`src/rtl/pto_ramp_gen_if.sv`:
```
// Control, motion-profile and status signals shared between the PTO register
// block (master) and the ramp generator core (slave).
interface pto_ramp_gen_if #(
    parameter int W = 32
);
    logic         start;
    logic         abort;
    logic [W-1:0] pulse_start;
    logic [W-1:0] pulse_stop;
    logic [W-1:0] pulse_end;
    logic [W-1:0] period_max_us;
    logic [W-1:0] period_min_us;
    logic [W-1:0] step;
    logic [W-1:0] T_hold_us;
    logic         pto_out;
    logic         busy;
    logic         program_end;
    logic         cfg_err;
    logic [W-1:0] pulse_count;

    modport master (
        output start, abort, pulse_start, pulse_stop, pulse_end,
               period_max_us, period_min_us, step, T_hold_us,
        input  pto_out, busy, program_end, cfg_err, pulse_count
    );

    modport slave (
        input  start, abort, pulse_start, pulse_stop, pulse_end,
               period_max_us, period_min_us, step, T_hold_us,
        output pto_out, busy, program_end, cfg_err, pulse_count
    );
endinterface

```
`src/rtl/pto_ramp_gen.sv`:
```
// Trapezoidal-velocity step pulse generator: accelerates from period_max_us down
// to period_min_us, cruises, decelerates back, then dwells before completion.
module pto_ramp_gen #(
    parameter int CLKS_PER_US = 50,
    parameter int W           = 32
) (
    input  logic          clk,
    input  logic          reset_n,
    pto_ramp_gen_if.slave bus
);
    localparam int            PW         = (CLKS_PER_US > 1) ? $clog2(CLKS_PER_US) : 1;
    localparam logic [PW-1:0] PRESC_LAST = PW'(CLKS_PER_US - 1);

    typedef enum logic [2:0] {IDLE, ACCEL, CRUISE, DECEL, HOLD, DONE} state_t;

    state_t        state, state_nxt;
    logic [PW-1:0] presc;
    logic          tick, accept, valid;
    logic [W-1:0]  lat_start, lat_stop, lat_end, lat_max, lat_min, lat_step, lat_hold;
    logic [W-1:0]  cur_period, period_nxt;
    logic [W-1:0]  tick_cnt, tick_nxt;
    logic [W-1:0]  count, count_nxt;
    logic [W:0]    decel_sum;
    logic          cfg_q, cfg_nxt;
    logic          pto_q, pto_nxt;
    logic          busy_q, busy_nxt;
    logic          end_q, end_nxt;

    function automatic state_t phase_of(input logic [W-1:0] k, input logic [W-1:0] s,
                                        input logic [W-1:0] p, input logic [W-1:0] e);
        state_t ph;
        if (k < s)      ph = ACCEL;
        else if (k < p) ph = CRUISE;
        else if (k < e) ph = DECEL;
        else            ph = HOLD;
        return ph;
    endfunction

    assign tick   = (presc == PRESC_LAST);
    assign accept = bus.start && ((state == IDLE) || (state == DONE));
    assign valid  = (bus.pulse_start <= bus.pulse_stop) && (bus.pulse_stop <= bus.pulse_end) &&
                    (bus.period_min_us >= W'(2)) && (bus.period_min_us <= bus.period_max_us) &&
                    ((bus.step != '0) ||
                     ((bus.pulse_start == bus.pulse_stop) && (bus.pulse_stop == bus.pulse_end)));
    assign decel_sum = {1'b0, cur_period} + {1'b0, lat_step};

    // Restarting the prescaler on accept aligns the first us tick to the run start.
    always_ff @(posedge clk or negedge reset_n) begin
        if (!reset_n)           presc <= '0;
        else if (accept || tick) presc <= '0;
        else                    presc <= presc + PW'(1);
    end

    always_ff @(posedge clk or negedge reset_n) begin
        if (!reset_n) begin
            lat_start <= '0;
            lat_stop  <= '0;
            lat_end   <= '0;
            lat_max   <= '0;
            lat_min   <= '0;
            lat_step  <= '0;
            lat_hold  <= '0;
        end else if (accept) begin
            lat_start <= bus.pulse_start;
            lat_stop  <= bus.pulse_stop;
            lat_end   <= bus.pulse_end;
            lat_max   <= bus.period_max_us;
            lat_min   <= bus.period_min_us;
            lat_step  <= bus.step;
            lat_hold  <= bus.T_hold_us;
        end
    end

    always_comb begin
        state_nxt  = state;
        period_nxt = cur_period;
        tick_nxt   = tick_cnt;
        count_nxt  = count;
        cfg_nxt    = cfg_q;
        case (state)
            IDLE, DONE: begin
                if (accept) begin
                    count_nxt  = '0;
                    cfg_nxt    = 1'b0;
                    period_nxt = bus.period_max_us;
                    tick_nxt   = '0;
                    if (!valid) begin
                        state_nxt = DONE;
                        cfg_nxt   = 1'b1;
                    end else begin
                        state_nxt = phase_of('0, bus.pulse_start, bus.pulse_stop, bus.pulse_end);
                    end
                end
            end
            ACCEL, CRUISE, DECEL: begin
                if (bus.abort) begin
                    state_nxt = DONE;
                end else if (tick) begin
                    if (tick_cnt == cur_period - W'(1)) begin
                        tick_nxt  = '0;
                        count_nxt = count + W'(1);
                        // cur_period never drops below lat_min, so the subtraction is safe.
                        if (state == ACCEL)
                            period_nxt = (cur_period - lat_min <= lat_step) ? lat_min
                                                                          : cur_period - lat_step;
                        else if (state == DECEL)
                            period_nxt = (decel_sum > {1'b0, lat_max}) ? lat_max : decel_sum[W-1:0];
                        state_nxt = phase_of(count + W'(1), lat_start, lat_stop, lat_end);
                    end else begin
                        tick_nxt = tick_cnt + W'(1);
                    end
                end
            end
            HOLD: begin
                if (bus.abort || (lat_hold == '0)) begin
                    state_nxt = DONE;
                end else if (tick) begin
                    if (tick_cnt == lat_hold - W'(1)) state_nxt = DONE;
                    else                              tick_nxt  = tick_cnt + W'(1);
                end
            end
            default: state_nxt = IDLE;
        endcase
        busy_nxt = state_nxt inside {ACCEL, CRUISE, DECEL, HOLD};
        end_nxt  = (state_nxt == DONE);
        pto_nxt  = (state_nxt inside {ACCEL, CRUISE, DECEL}) && (tick_nxt < (period_nxt >> 1));
    end

    // Outputs are registered from next-state values so pto_out is glitch-free.
    always_ff @(posedge clk or negedge reset_n) begin
        if (!reset_n) begin
            state      <= IDLE;
            cur_period <= '0;
            tick_cnt   <= '0;
            count      <= '0;
            cfg_q      <= 1'b0;
            pto_q      <= 1'b0;
            busy_q     <= 1'b0;
            end_q      <= 1'b0;
        end else begin
            state      <= state_nxt;
            cur_period <= period_nxt;
            tick_cnt   <= tick_nxt;
            count      <= count_nxt;
            cfg_q      <= cfg_nxt;
            pto_q      <= pto_nxt;
            busy_q     <= busy_nxt;
            end_q      <= end_nxt;
        end
    end

    assign bus.pto_out     = pto_q;
    assign bus.busy        = busy_q;
    assign bus.program_end = end_q;
    assign bus.cfg_err     = cfg_q;
    assign bus.pulse_count = count;
endmodule
```
`src/flat_wrapper.sv`:
```
// flat-port wrapper written by rule: the top's interface ports become plain ports
module pto_ramp_gen_flat 
#(
    parameter int CLKS_PER_US = 50,
    parameter int W           = 32
)
  (clk, reset_n, bus_start, bus_abort, bus_pulse_start, bus_pulse_stop, bus_pulse_end, bus_period_max_us, bus_period_min_us, bus_step, bus_T_hold_us, bus_pto_out, bus_busy, bus_program_end, bus_cfg_err, bus_pulse_count);
  pto_ramp_gen_if #(.W(W)) bus_i ();
  input  logic clk;
  input  logic reset_n;
  input wire logic [$bits(bus_i.start)-1:0] bus_start;
  input wire logic [$bits(bus_i.abort)-1:0] bus_abort;
  input wire logic [$bits(bus_i.pulse_start)-1:0] bus_pulse_start;
  input wire logic [$bits(bus_i.pulse_stop)-1:0] bus_pulse_stop;
  input wire logic [$bits(bus_i.pulse_end)-1:0] bus_pulse_end;
  input wire logic [$bits(bus_i.period_max_us)-1:0] bus_period_max_us;
  input wire logic [$bits(bus_i.period_min_us)-1:0] bus_period_min_us;
  input wire logic [$bits(bus_i.step)-1:0] bus_step;
  input wire logic [$bits(bus_i.T_hold_us)-1:0] bus_T_hold_us;
  output wire logic [$bits(bus_i.pto_out)-1:0] bus_pto_out;
  output wire logic [$bits(bus_i.busy)-1:0] bus_busy;
  output wire logic [$bits(bus_i.program_end)-1:0] bus_program_end;
  output wire logic [$bits(bus_i.cfg_err)-1:0] bus_cfg_err;
  output wire logic [$bits(bus_i.pulse_count)-1:0] bus_pulse_count;
  assign bus_i.start = bus_start;
  assign bus_i.abort = bus_abort;
  assign bus_i.pulse_start = bus_pulse_start;
  assign bus_i.pulse_stop = bus_pulse_stop;
  assign bus_i.pulse_end = bus_pulse_end;
  assign bus_i.period_max_us = bus_period_max_us;
  assign bus_i.period_min_us = bus_period_min_us;
  assign bus_i.step = bus_step;
  assign bus_i.T_hold_us = bus_T_hold_us;
  assign bus_pto_out = bus_i.pto_out;
  assign bus_busy = bus_i.busy;
  assign bus_program_end = bus_i.program_end;
  assign bus_cfg_err = bus_i.cfg_err;
  assign bus_pulse_count = bus_i.pulse_count;
  pto_ramp_gen #(.CLKS_PER_US(CLKS_PER_US), .W(W)) u_core (.clk(clk), .reset_n(reset_n), .bus(bus_i));
endmodule
```
`config.mk`:
```
export PLATFORM = sky130hd
export DESIGN_NAME = pto_ramp_gen_flat
export DESIGN_NICKNAME = d
export VERILOG_FILES = /design/src/rtl/pto_ramp_gen_if.sv /design/src/rtl/pto_ramp_gen.sv /design/src/flat_wrapper.sv
export SDC_FILE = /design/constraint.sdc
export NUM_CORES = 2
export LEC_CHECK = 0
export CORE_MARGIN = 5
export CORE_UTILIZATION = 35
export DETAILED_ROUTE_END_ITERATION = 16
export PLACE_DENSITY = 0.65
export SLEW_MARGIN = 0
export SYNTH_ARGS = -nofsm -noshare
export SYNTH_HDL_FRONTEND = slang
export SYNTH_SLANG_ARGS = --single-unit
```
`constraint.sdc`:
```
create_clock -name clk -period 13.4 [get_ports clk]
set_input_delay 2.01 -clock clk [delete_from_list [all_inputs] [get_ports clk]]
set_output_delay 2.01 -clock clk [all_outputs]
set_load 0.01 [all_outputs]
```
* Word-level counts from Yosys, hierarchy flattened *
Cells that the tools add are included.
W data, S select, Z words.

word-level totals
  flip-flop bits (word level) = 333
  bits in latches = 0
  memory bits (writable) = 0
  memory bits (read-only) = 0
  logic and storage cells = 119
  memories kept = 0

operators by class
  add/sub/neg operators = 8
  multiply operators = 0
  divide/modulo/power cells = 0
  magnitude comparators = 13
  equality and inequality tests = 20
  shift operators = 0
  muxes and demuxes = 39
  bitwise operators = 0
  reductions and logical operators = 22

operators with widths
  cell                     number
  $mux W32                 19
  $eq A32 B32 Y1           4
  $le A32 B32 Y1           4
  $pmux W32 S2             2
  $lt A1 B32 Y1 const A    3
  $lt A32 B32 Y1           3
  $pmux W32 S3             1
  $add A32 B1 Y32 const B  2
  $sub A32 B1 Y32 const B  2
  $sub A32 B32 Y32         2
  $mux W3                  14
  $add A32 B32 Y33         1
  $gt A33 B32 Y1           1
  $ge A32 B2 Y1 const B    1
  $logic_not A32 Y1        1
  $lt A32 B31 Y1           1
  $reduce_bool A32 Y1      1
  $eq A3 B2 Y1 const B     4
  $eq A3 B3 Y1 const B     4
  $pmux W3 S3              1
  $logic_and A1 B1 Y1      7
  $add A6 B1 Y6 const B    1
  $eq A3 B1 Y1 const B     2
  $eq A6 B6 Y1 const B     1
  other kinds (15)         20

* Logic depth before layout (Yosys ltp) *
  word-level depth = 12
  gate-level depth with buffers = 39
  depth with buffers taken out = 38

* Worst setup path before layout *
OpenSTA, ideal clock, no wires.

  path kind = register to register
  start point = register u_core.cur_period[0]
  end point = register u_core.pto_q (netlist: u_core.bus.pto_out)
  arrival = 7.452 ns
  slack = 5.870 ns
  cell stages (with the launch flop) = 38
  buffers on the path = 2
  path through = dfrtp_1 -> inv_1 -> ha_1 -> fa_1 -> nor2b_1 -> o31a_1 -> o211ai_1 -> a31oi_1 -> a221o_1 -> a41o_1 -> or4b_2 -> a31oi_1 -> o31ai_1 -> a21oi_1 -> xnor2_1 -> ha_1 -> nand4_1 -> nor3_1 -> [... 2 more ...] -> clkbuf_1 -> buf_1 -> nor2_1 -> a211oi_1 -> a211oi_1 -> a221oi_1 -> ha_1 -> a21o_1 -> a21o_1 -> a21o_1 -> a21o_1 -> a21o_1 -> a21o_1 -> a21oi_1 -> nor3_1 -> and4b_1 -> o2111ai_1 -> a21oi_1

between the ends
  cells in the longest elaborated chain, start to end = 11

ends and longest elaborated chain
  element                   line                 source
  start: declaration        pto_ramp_gen.sv:20   logic [W-1:0] cur_period, period_nxt;
  start signal: assignment  pto_ramp_gen.sv:142  cur_period <= period_nxt;
  $add A32 B32 Y33          pto_ramp_gen.sv:45   assign decel_sum = {1'b0, cur_period} + {1'b0, lat_step};
  $gt A33 B32 Y1            pto_ramp_gen.sv:107  period_nxt = (decel_sum > {1'b0, lat_max}) ? lat_max : decel_sum[W-1:0];
  $mux W32                  pto_ramp_gen.sv:107
  $mux W32                  pto_ramp_gen.sv:106  else if (state == DECEL)
  $mux W32                  pto_ramp_gen.sv:103  if (state == ACCEL)
  $mux W32                  pto_ramp_gen.sv:99   if (tick_cnt == cur_period - W'(1)) begin
  $mux W32                  pto_ramp_gen.sv:98   end else if (tick) begin
  $mux W32                  pto_ramp_gen.sv:96   if (bus.abort) begin
  $pmux W32 S2              pto_ramp_gen.sv:80   case (state)
  $lt A32 B31 Y1            pto_ramp_gen.sv:126  pto_nxt = (state_nxt inside {ACCEL, CRUISE, DECEL}) && (tick_nxt < (period_nxt >> 1));
  $logic_and A1 B1 Y1 (*)   pto_ramp_gen.sv:126
  via u_core.pto_nxt        pto_ramp_gen.sv:25   logic pto_q, pto_nxt;
  end signal: assignment    pto_ramp_gen.sv:146  pto_q <= pto_nxt;
  end: declaration          pto_ramp_gen.sv:25

Mark *: on every way through the listed nets, which the timed path passes. The rest lies on a longest branch. The select of a mux whose other input is x is not followed.
A chain may end at the register's enable or synchronous reset.

* Worst setup path after layout *
  start point = register u_core.cur_period[1]
  end point = register u_core.pto_q (netlist: u_core.bus.pto_out)

Same word-level chain as after synthesis.

==> flow_metrics.tcl <==
set metrics [dict create \
    std_cell_rows 108 \
    cap_violations 0 \
    synth_cells 3840 \
    hold-path-cell-count 2 \
    ant_nets 0 \
    die_w_um 304 \
    final_cell_mix "nand2_1 (474), o21ai_0 (392), ha_1 (384)" \
    synth_nets 4455 \
    final_common_cell "nand2_1" \
    rsz0062_at_grt "false" \
    clock.fmax_mhz 108 \
    critPathKind "reg -> reg" \
    crit_path_frequent_cell "a21oi_1" \
    nets 4614 \
    slowest_delay_ns 0.82 \
    clkPwrFrac 0.128 \
    first_pass_iters 5 \
    dp_hpwl_um 92600 \
    clk_pin_slew_ns 0.06 \
    rr_worst_depth 35 \
    gp_congestion 0.986 \
    grt_pass1_wl_um 176000 \
    power.total_mw 9.63 \
    ys_seq_area_frac 0.275 \
    antenna_found_initial 8 \
    p_int_mw 4.59 \
    drtIter0Drc 2755 \
    drc 0 \
    synth.ff_latch_count 333 \
    synthesis.area_mm2 0.0303 \
    yosys-top-cells-area "dfrtp_1 (27%), ha_1 (16%), o21ai_0 (6.5%), nand2_1 (5.9%), inv_1 (4.4%)" \
    synth_edf_count 0 \
    dieArea_mm2 0.0926 \
    port_buffers 263 \
    status "complete, no violations" \
    initial_core_util 0.351 \
    cts_setup_buffers 0 \
    grt_overflow_total 0 \
    hold_path_end "u_core.lat_end[0]" \
    areaGrowthSynthToFinish_pct 17.0 \
    ir_worst_vdd_v 0.000260 \
    worstPathArrival_ns 9.79 \
    finalInstanceArea_mm2 0.0355 \
    max_slew.worst_pin.slew_ns 1.18 \
    hold_path_class "reg -> reg" \
    r2r_start "u_core.cur_period[1]" \
    cts_sinks 333 \
    worstHoldStart "u_core.lat_end[0]" \
    ys.flop_type "dfrtp_1" \
    finalHoldViolations 0 \
    switchingPower_mw 5.03 \
    ys_async_sr_fraction 1.00 \
    via_per_inst 5.74 \
    pwr_density_cell_mw_per_mm2 271 \
    setup_tns_ns 0 \
    critPathLaunchType "flop" \
    pre_cts_slack_ns 4.39 \
    final_layout_size_suffix_gt1_frac 0.0409 \
    cpLargestDelayFamily "compound AO/OA/AOI/OAI gates" \
    p_sw_frac 0.523 \
    period_share 0.693 \
    htreeDepth 2 \
    post-route-util 0.411 \
    clock_path_buffers 3 \
    seqPwrFrac 0.188 \
    dp.cells 5108 \
    slowest_stage "o41ai_1" \
    reg2reg_to "u_core.bus.pto_out" \
    critPathMaxFanout 51 \
    fin_cells 5197 \
    core_area_mm2 0.0863 \
    drv_slew 0 \
    combinationalPowerShare 0.684 \
    grt_pass1_vias 28400 \
    worst_ep_required_time_ns 13.91 \
    ctsHoldBuffers 0 \
    drt_wl_total_um 118000 \
    wl_per_cell_um 22.6 \
    cts_resized 0 \
    postPlaceCellArea_mm2 0.0340 \
    setup_violations 0 \
    ys_warn_count 0 \
    yosysTopAreaCell "dfrtp_1" \
    cts_buffers 44 \
    slew-limit-headroom 0.204 \
    power.leakage_nw 16.2 \
    timing.hold.ws_ns 0.473 \
    fp.dieH_um 304 \
    grt_max_degree 175 \
    cts_tree "yes" \
    syn_area_per_cell_um2 7.89 \
    synthDistinctLibCells 96 \
    cp-end-kind "flop" \
    fin_crit_ns 9.28 \
    skew_ns 0.0175 \
    synth_top_area_frac 0.275 \
    boundaryPins 264 \
    via_count 29800 \
    cts_root_buf "clkbuf_16" \
    clock_latency_ns 0.59 \
    fin_ws_ns 4.12 \
    crit_buf_inv 1 \
    grt.total_usage 0.242 \
    regToRegSetupSlack_ns 4.12 \
]
-- cells in the mapped netlist, types with 12 or more instances --
cell type / n
a211oi_1: 44
xnor2_1: 136
or3_1: 28
nor3_1: 83
nor4_1: 80
nor2_1: 256
a221oi_1: 17
and4_1: 19
a21boi_0: 17
nand4_1: 82
nand2b_1: 36
a31oi_1: 26
nand3_1: 68
inv_1: 357
ha_1: 384
clkbuf_1: 153
nand2_1: 474
o21ai_0: 392
o311ai_0: 14
a21o_1: 73
nor2b_1: 27
o31ai_1: 38
or4_1: 20
mux2i_1: 14
o21bai_1: 18
buf_2: 14
o21a_1: 38
and3_1: 41
o22ai_1: 14
o211ai_1: 31
dfrtp_1: 333
a21oi_1: 213
xor2_1: 61
and2_1: 12
-- worst min-delay path, stage by stage (launching register included) --
cell and delay, ns:
dfrtp_1 0.34, nand2_1 0.05, nand2_1 0.06
-- cell families after synthesis --
kind of cell,count (synthesis),share of synthesized area
flops,333,0.275
simple gates,1281,0.205
mux,20,0.00685
compound gates,1082,0.227
fa+ha+maj,387,0.161
buf+inv,540,0.0687
xor+xnor,197,0.0569
-- metal layers --
metal	wire, um	GRT usage	up-vias
met3	8540	0.0432	229
met1	51200	0.328	14400
met2	52800	0.388	1146
met5	13	0	-
li1	-	-	14100
met4	4970	0.0926	2
-- registers in the layout, summed over array words and instances (netlist names), 3 cells and up --
signal,flops
u_core.tick_cnt,32
u_core.lat_min,32
u_core.lat_start,32
u_core.presc,6
u_core.bus.pulse_count,32
u_core.lat_step,32
u_core.lat_stop,32
u_core.cur_period,32
u_core.lat_max,32
u_core.state,3
u_core.lat_end,32
u_core.lat_hold,32
-- cell type report --
type                            count  area (um^2)
Fill cell                        8737        50900
Clock buffer                       57         1210
Inverter                          357         1340
Clock inverter                     23          269
Sequential cell                   333         8330
Multi-Input combinational cell   2967        19900
Tap cell                         1155         1450
Antenna cell                        9         22.5
Timing Repair Buffer              296         2900
-- worst max-delay path by stage --
stage | slack [ns] | from | cells past startpoint | end
after CTS | 4.34 | u_core.cur_period[1] | 33 | u_core.bus.pto_out
after floorplan | 5.87 | u_core.cur_period[0] | 37 | u_core.bus.pto_out
after global routing | 3.63 | u_core.cur_period[1] | 33 | u_core.bus.pto_out
after global placement | 4.45 | u_core.cur_period[1] | 35 | u_core.bus.pto_out
final | 4.12 | u_core.cur_period[1] | 35 | u_core.bus.pto_out
after detailed placement | 4.39 | u_core.cur_period[1] | 33 | u_core.bus.pto_out
-- power groups by stage --
stage | clock, mW | combinational, mW | sequential, mW
after floorplan | 0 | 4.63 | 1.62
after global placement | 0 | 6.37 | 1.81
after detailed placement | 0 | 6.38 | 1.81
after CTS | 1.25 | 6.43 | 1.80
after global routing | 1.29 | 7.21 | 1.86
final | 1.23 | 6.58 | 1.81
Power figures use the tool's default switching activity.
